`config.mk`:
```
export PLATFORM = sky130hd
export DESIGN_NAME = div_rect_seq_flat
export DESIGN_NICKNAME = d
export VERILOG_FILES = /design/src/rtl/div_rect_seq_if.sv /design/src/rtl/div_rect_seq.sv /design/src/flat_wrapper.sv
export SDC_FILE = /design/constraint.sdc
export NUM_CORES = 1
export LEC_CHECK = 0
export ABC_CLOCK_PERIOD_IN_PS = 4290
export BUFFER_PORTS_ARGS = -buffer_cell sky130_fd_sc_hd__buf_2
export CORE_MARGIN = 8
export CORE_UTILIZATION = 34
export CTS_CLUSTER_DIAMETER = 150
export DETAILED_ROUTE_END_ITERATION = 8
export PLACE_DENSITY = 0.61
export SLEW_MARGIN = 20
export SYNTH_ARGS = -nofsm -noshare
export SYNTH_HDL_FRONTEND = slang
export SYNTH_SLANG_ARGS = --single-unit
```
`constraint.sdc`:
```
create_clock -name sys_clk -period 4.29 [get_ports sys_clk]
set_clock_uncertainty 0.05 [all_clocks]
set_input_delay 0.858 -clock sys_clk [delete_from_list [all_inputs] [get_ports sys_clk]]
set_output_delay 0.858 -clock sys_clk [all_outputs]
set_load 0.02 [all_outputs]
```
`src/rtl/div_rect_seq_if.sv`:
```
`default_nettype none
// =====================================================================
// div_rect_seq_if : frame-controller / map-RAM / extractor signal bundle
//                   for div_rect_seq (o_timeout with DIV_RECT_SEQ_TIMEOUT_EN)
// Rev 1.0
// =====================================================================
interface div_rect_seq_if #(
   parameter int AW = 10
);
   logic          i_start;
   logic [7:0]    i_smax;
   logic          o_busy;
   logic          o_done;
   logic          o_rd_en;
   logic [AW-1:0] o_rd_addr;
   logic          i_rd_data;
   logic          o_valid;
   logic          o_wb;
   logic [7:0]    o_smax;
   logic          o_item_rst_n;
   logic          i_finish;
`ifdef DIV_RECT_SEQ_TIMEOUT_EN
   logic          o_timeout;

   modport slave (
      input  i_start, i_smax, i_rd_data, i_finish,
      output o_busy, o_done, o_rd_en, o_rd_addr, o_valid, o_wb, o_smax,
             o_item_rst_n, o_timeout
   );
   modport master (
      output i_start, i_smax, i_rd_data, i_finish,
      input  o_busy, o_done, o_rd_en, o_rd_addr, o_valid, o_wb, o_smax,
             o_item_rst_n, o_timeout
   );
`else
   modport slave (
      input  i_start, i_smax, i_rd_data, i_finish,
      output o_busy, o_done, o_rd_en, o_rd_addr, o_valid, o_wb, o_smax,
             o_item_rst_n
   );
   modport master (
      output i_start, i_smax, i_rd_data, i_finish,
      input  o_busy, o_done, o_rd_en, o_rd_addr, o_valid, o_wb, o_smax,
             o_item_rst_n
   );
`endif
endinterface
`default_nettype wire

```
`src/rtl/div_rect_seq.sv`:
```
`default_nettype none
// =====================================================================
// div_rect_seq : streams the corrosion map into the rectangle extractor,
//                one pixel per SLOT cycles (timeout via DIV_RECT_SEQ_TIMEOUT_EN)
// Rev 1.0
// =====================================================================
module div_rect_seq #(
   parameter int DX      = 32,
   parameter int DY      = 24,
   parameter int AW      = 10,
   parameter int SLOT    = 8,
   parameter int CLR_LEN = 2
`ifdef DIV_RECT_SEQ_TIMEOUT_EN
   ,
   parameter int TO_CYC  = 1024
`endif
) (
   input  wire logic     sys_clk,
   input  wire logic     sys_rst_n,
   div_rect_seq_if.slave bus
);

   typedef enum logic [2:0] {
      IDLE     = 3'd0,
      CLR      = 3'd1,
      FETCH    = 3'd2,
      ISSUE    = 3'd3,
      GAP      = 3'd4,
      WAIT_FIN = 3'd5,
      DONE     = 3'd6
   } state_t;

   localparam logic [AW-1:0] LAST_PIX = AW'(DX * DY - 1);
   localparam logic [3:0]    SLOT_END = 4'(SLOT - 1);
   localparam logic [2:0]    CLR_END  = 3'(CLR_LEN - 1);

   state_t        state;
   state_t        state_nx;
   logic [2:0]    clr_cnt;
   logic [3:0]    slot_cnt;
   logic [AW-1:0] pix_idx;
   logic          fin_d;
   logic [7:0]    smax;
   logic          fin_rise;
   logic          frame_end;

   assign fin_rise = bus.i_finish & ~fin_d;

`ifdef DIV_RECT_SEQ_TIMEOUT_EN
   localparam logic [15:0] TO_END = 16'(TO_CYC - 1);
   logic [15:0] to_cnt;
   logic        timeout;
   logic        to_hit;

   assign to_hit    = (state == WAIT_FIN) && (to_cnt == TO_END) && !fin_rise;
   assign frame_end = fin_rise || to_hit;
`else
   assign frame_end = fin_rise;
`endif

   always_ff @(posedge sys_clk or negedge sys_rst_n) begin
      if (!sys_rst_n) state <= IDLE;
      else            state <= state_nx;
   end

   always_comb begin
      state_nx         = state;
      bus.o_busy       = 1'b1;
      bus.o_done       = 1'b0;
      bus.o_rd_en      = 1'b0;
      bus.o_rd_addr    = '0;
      bus.o_valid      = 1'b0;
      bus.o_wb         = 1'b0;
      bus.o_item_rst_n = 1'b1;
      case (state)
         IDLE: begin
            bus.o_busy = 1'b0;
            if (bus.i_start) state_nx = CLR;
         end
         CLR: begin
            bus.o_item_rst_n = 1'b0;
            if (clr_cnt == CLR_END) state_nx = FETCH;
         end
         FETCH: begin
            bus.o_rd_en   = 1'b1;
            bus.o_rd_addr = pix_idx;
            state_nx      = ISSUE;
         end
         ISSUE: begin
            bus.o_valid = 1'b1;
            bus.o_wb    = bus.i_rd_data;
            state_nx    = GAP;
         end
         GAP: begin
            if (slot_cnt == SLOT_END)
               state_nx = (pix_idx == LAST_PIX) ? WAIT_FIN : FETCH;
         end
         WAIT_FIN: begin
            if (frame_end) state_nx = DONE;
         end
         DONE: begin
            bus.o_busy = 1'b0;
            bus.o_done = 1'b1;
            state_nx   = IDLE;
         end
         default: begin
            bus.o_busy = 1'b0;
            state_nx   = IDLE;
         end
      endcase
   end

   // Edge detector is primed high on start so a finish level left over
   // from the previous frame cannot complete the new one.
   always_ff @(posedge sys_clk or negedge sys_rst_n) begin
      if (!sys_rst_n) begin
         clr_cnt  <= '0;
         slot_cnt <= '0;
         pix_idx  <= '0;
         fin_d    <= 1'b1;
         smax     <= '0;
      end else begin
         fin_d <= bus.i_finish;
         case (state)
            IDLE: begin
               if (bus.i_start) begin
                  smax    <= bus.i_smax;
                  fin_d   <= 1'b1;
                  clr_cnt <= '0;
               end
            end
            CLR: begin
               clr_cnt <= clr_cnt + 3'd1;
               pix_idx <= '0;
            end
            FETCH: slot_cnt <= 4'd1;
            ISSUE: slot_cnt <= slot_cnt + 4'd1;
            GAP: begin
               slot_cnt <= slot_cnt + 4'd1;
               if (slot_cnt == SLOT_END && pix_idx != LAST_PIX)
                  pix_idx <= pix_idx + 1'b1;
            end
            default: ;
         endcase
      end
   end

   assign bus.o_smax = smax;

`ifdef DIV_RECT_SEQ_TIMEOUT_EN
   always_ff @(posedge sys_clk or negedge sys_rst_n) begin
      if (!sys_rst_n) begin
         to_cnt  <= '0;
         timeout <= 1'b0;
      end else begin
         to_cnt <= (state == WAIT_FIN) ? to_cnt + 16'd1 : 16'd0;
         if (state == IDLE && bus.i_start) timeout <= 1'b0;
         else if (to_hit)                  timeout <= 1'b1;
      end
   end

   assign bus.o_timeout = timeout;
`endif

endmodule
`default_nettype wire

```
`src/flat_wrapper.sv`:
```
// flat-port wrapper written by rule: the top's interface ports become plain ports
module div_rect_seq_flat 
#(
   parameter int DX      = 32,
   parameter int DY      = 24,
   parameter int AW      = 10,
   parameter int SLOT    = 8,
   parameter int CLR_LEN = 2

)
  (sys_clk, sys_rst_n, bus_i_start, bus_i_smax, bus_i_rd_data, bus_i_finish, bus_o_busy, bus_o_done, bus_o_rd_en, bus_o_rd_addr, bus_o_valid, bus_o_wb, bus_o_smax, bus_o_item_rst_n);
  div_rect_seq_if #(.AW(AW)) bus_i ();
  input  wire logic sys_clk;
  input  wire logic sys_rst_n;
  input wire logic [$bits(bus_i.i_start)-1:0] bus_i_start;
  input wire logic [$bits(bus_i.i_smax)-1:0] bus_i_smax;
  input wire logic [$bits(bus_i.i_rd_data)-1:0] bus_i_rd_data;
  input wire logic [$bits(bus_i.i_finish)-1:0] bus_i_finish;
  output wire logic [$bits(bus_i.o_busy)-1:0] bus_o_busy;
  output wire logic [$bits(bus_i.o_done)-1:0] bus_o_done;
  output wire logic [$bits(bus_i.o_rd_en)-1:0] bus_o_rd_en;
  output wire logic [$bits(bus_i.o_rd_addr)-1:0] bus_o_rd_addr;
  output wire logic [$bits(bus_i.o_valid)-1:0] bus_o_valid;
  output wire logic [$bits(bus_i.o_wb)-1:0] bus_o_wb;
  output wire logic [$bits(bus_i.o_smax)-1:0] bus_o_smax;
  output wire logic [$bits(bus_i.o_item_rst_n)-1:0] bus_o_item_rst_n;
  assign bus_i.i_start = bus_i_start;
  assign bus_i.i_smax = bus_i_smax;
  assign bus_i.i_rd_data = bus_i_rd_data;
  assign bus_i.i_finish = bus_i_finish;
  assign bus_o_busy = bus_i.o_busy;
  assign bus_o_done = bus_i.o_done;
  assign bus_o_rd_en = bus_i.o_rd_en;
  assign bus_o_rd_addr = bus_i.o_rd_addr;
  assign bus_o_valid = bus_i.o_valid;
  assign bus_o_wb = bus_i.o_wb;
  assign bus_o_smax = bus_i.o_smax;
  assign bus_o_item_rst_n = bus_i.o_item_rst_n;
  div_rect_seq #(.DX(DX), .DY(DY), .AW(AW), .SLOT(SLOT), .CLR_LEN(CLR_LEN)) u_core (.sys_clk(sys_clk), .sys_rst_n(sys_rst_n), .bus(bus_i));
endmodule
```
==> flow_summary.yaml <==
status:
  outcome: "completed"
synthesis:
  synth_xor_area_frac: 0.00509
  syn_nets: 185
  synthTopCellsByArea: "dfrtp_1 (41%), mux2_2 (5.2%), mux2i_1 (3.5%), and2_1 (3.3%), o21ai_0 (3.2%)"
  synth_adder_area_share: 0.0291
  yosysWarnings: 0
  synth_most_common_cell: "dfrtp_1"
  synth-compound-area-share: 0.144
  ys_types: 47
  syn-cell-area_um2: 1720
  synth_cells: 168
  synth_area_leader_cell: "dfrtp_1"
  synth-simple-area-share: 0.277
  synth-seq-area-share: 0.423
  synth_top_area_frac: 0.408
  synth_edf_count: 0
  muxShareOfSynthArea: 0.0873
  synth_area_per_cell_um2: 10.2
  ys_top_cells_by_count: "dfrtp_1 (28), nand2_1 (12), o21ai_0 (11)"
  synthFlopType: "dfrtp_1"
  async_flop_share: 1.00
  synth_seq_cells: 29
  synth_top_family_by_area: "simple AND/OR/NAND/NOR gates"
global_route:
  grtUsageMet2: 0.162
  grt_util_all_layers: 0.112
  grt_max_degree: 30
  grt_pass1_wl_um: 6690
  met1_usage: 0.140
  antenna_found_initial: 0
  top_usage_layer: "met2"
  gr-total-overflow: 0
  grt_use_met3: 0.0509
  grt_pass1_vias: 1403
layout:
  drive_above_1_share: 0.354
  syn2layout_area_growth_pct: 19.6
  fin_util: 0.413
  fill_cells: 486
  final-instance-count-excl-fill: 276
  fin_nets: 222
  n_antenna_cell: 0
clock_network:
  cts_sinks: 29
  root_buffer: "clkbuf_8"
  cts_setup_buffers: 0
  cts_made_buffers: 5
  cts_buffer_depth: 2
  clkTransAtPathRegs_ns: 0.07
  htree_levels: 2
  cts_hold_buf: 0
  tritoncts: "built"
  clk_latency_ns: 0.29
  cts_resized: 0
power_and_ir_drop:
  irDropWorstVdd_uv: 337
  p_leak_nw: 0.936
  internal-power_mw: 0.730
  p_switching_mw: 0.522
  pwr-share-clk: 0.203
  netSwitchingFraction: 0.417
  cellPowerDensity_nw_per_um2: 609
  p_comb_frac: 0.405
  pwr-share-seq: 0.392
setup_path:
  cp-startpoint: "u_core.state[1]$_DFFE_PN0P_"
  crit_path_end: "bus_o_rd_addr[4]"
  endpoint_kind: "primary output"
  crit_fanout: 18
  critPathKind: "flop to primary output"
  r2r-end: "u_core.pix_idx[4]$_DFFE_PN0P_"
  cp.required_ns: 3.38
  cp-start-kind: "flop"
  critPathArrivalTime_ns: 2.10
  worst-r2r-setup-slack_ns: 2.13
  ff2ff_path_depth: 4
  worstReg2RegStart: "u_core.state[2]$_DFFE_PN0P_"
sta:
  setup_violations: 0
  finalCritPeriodShare: 0.701
  final_hold_viol_count: 0
  final_max_slew_viol_count: 0
  postLayoutSetupSlackWorst_ns: 1.28
  worstMarginPinSlew_ns: 0.755
  layout_min_cycle_time_ns: 3.01
  rsz0062_at_grt: "false"
  slew_headroom: 0.496
  fmax_mhz: 333
  holdWs_ns: 0.442
  fin_setup_tns_ns: 0
floorplan:
  ios: 37
  core-area_um2: 4980
  initial_core_util: 0.345
  rows: 26
  die-area_um2: 7590
  die_w_um: 87.1
  die_h_um: 87.1
route:
  vias: 1429
  route.detailed.drc: 0
  ant_nets: 0
  wl_um: 3900
  drtIter0Drc: 83
  drtPass1Iterations: 4
  wl_per_cell_um: 14.1
  viasPerCell: 5.18
run:
  cap_violations: 0
place:
  place_congestion: 0.804
  place_ws_ns: 1.59
  dp.cells: 268
  dpl.hpwl_um: 2780
  port_buffers: 36
min_path:
  min_path_type: "flop to flop"
  min_path_cells: 1
-- power groups by stage --
stage / logic (mW) / registers (mW) / clock network, mW
after floorplan: 0.395 / 0.475 / 0
after detailed placement: 0.514 / 0.496 / 0
after CTS: 0.517 / 0.492 / 0.261
final: 0.508 / 0.491 / 0.254
after global routing: 0.567 / 0.510 / 0.274
after global placement: 0.511 / 0.492 / 0
-- worst max-delay path: stages, from the launching register on --
cell     delay (ns)
dfrtp_1        0.81
inv_1          0.28
nor3_1         0.24
buf_4          0.19
and2_2         0.14
buf_2          0.15
-- through the flow --
stage               power, mW  instance area [um2]
global route             1.35                 2060
detailed placement       1.01                 1950
finish                   1.25                 2060
floorplan               0.870                 1720
global placement         1.00                 1950
CTS                      1.27                 2060
-- cell families (layout without fill, tap and decap cells) --
| kind of cell | after synthesis | in the layout |
|---|---|---|
| AO/OA/AOI/OAI | 37 | 37 |
| XOR/XNOR | 1 | 1 |
| adder cells (fa/ha/maj) | 4 | 4 |
| buffers and inverters | 12 | 50 |
| flip-flops | 29 | 29 |
| multiplexers | 14 | 14 |
| AND/OR/NAND/NOR | 71 | 71 |
-- cell usage in the layout (no fill, tap or decap), types with 5 or more instances in the layout --
cell	n
a21oi_1	8
a31oi_1	5
and2_1	9
buf_2	36
clkbuf_8	7
dfrtp_1	28
mux2_2	8
mux2i_1	6
nand2_1	12
nor2_1	7
nor3_1	5
o21ai_0	11
-- cell type report --
| cell class | instances | area (um2) | area share |
|---|---|---|---|
| Timing Repair Buffer | 37 | 188 | 0.0913 |
| Clock inverter | 1 | 5.00 | 0.00243 |
| Multi-Input combinational cell | 127 | 933 | 0.454 |
| Tap cell | 70 | 87.6 | 0.0426 |
| Clock buffer | 7 | 96.3 | 0.0469 |
| Sequential cell | 29 | 727 | 0.354 |
| Inverter | 5 | 18.8 | 0.00913 |
-- flip-flops by register name (all words and copies together) (netlist names) --
register           cells
u_core.bus.o_smax      8
u_core.clr_cnt         3
u_core.slot_cnt        4
u_core.pix_idx        10
u_core.fin_d           1
u_core.state           3
-- worst min path at each step --
| stage | start | to | slack [ns] |
|---|---|---|---|
| 3_5_place_dp | u_core.clr_cnt[2]$_DFFE_PN0P_ | u_core.clr_cnt[2]$_DFFE_PN0P_ | 0.44 |
| 4_1_cts | u_core.clr_cnt[2]$_DFFE_PN0P_ | u_core.clr_cnt[2]$_DFFE_PN0P_ | 0.45 |
| 6_report | u_core.clr_cnt[2]$_DFFE_PN0P_ | u_core.clr_cnt[2]$_DFFE_PN0P_ | 0.44 |
| 2_1_floorplan | u_core.clr_cnt[2]$_DFFE_PN0P_ | u_core.clr_cnt[2]$_DFFE_PN0P_ | 0.39 |
| 5_1_grt | u_core.bus.o_smax[7]$_DFFE_PN0P_ | u_core.bus.o_smax[7]$_DFFE_PN0P_ | 0.48 |
| 3_3_place_gp | u_core.clr_cnt[2]$_DFFE_PN0P_ | u_core.clr_cnt[2]$_DFFE_PN0P_ | 0.42 |
-- layer usage --
metal	wire length [um]	up-vias
met1	1780	680
met3	297	7
met5	0	-
met4	62	0
li1	-	702
met2	1760	40
(Power assumes the default switching activity.)
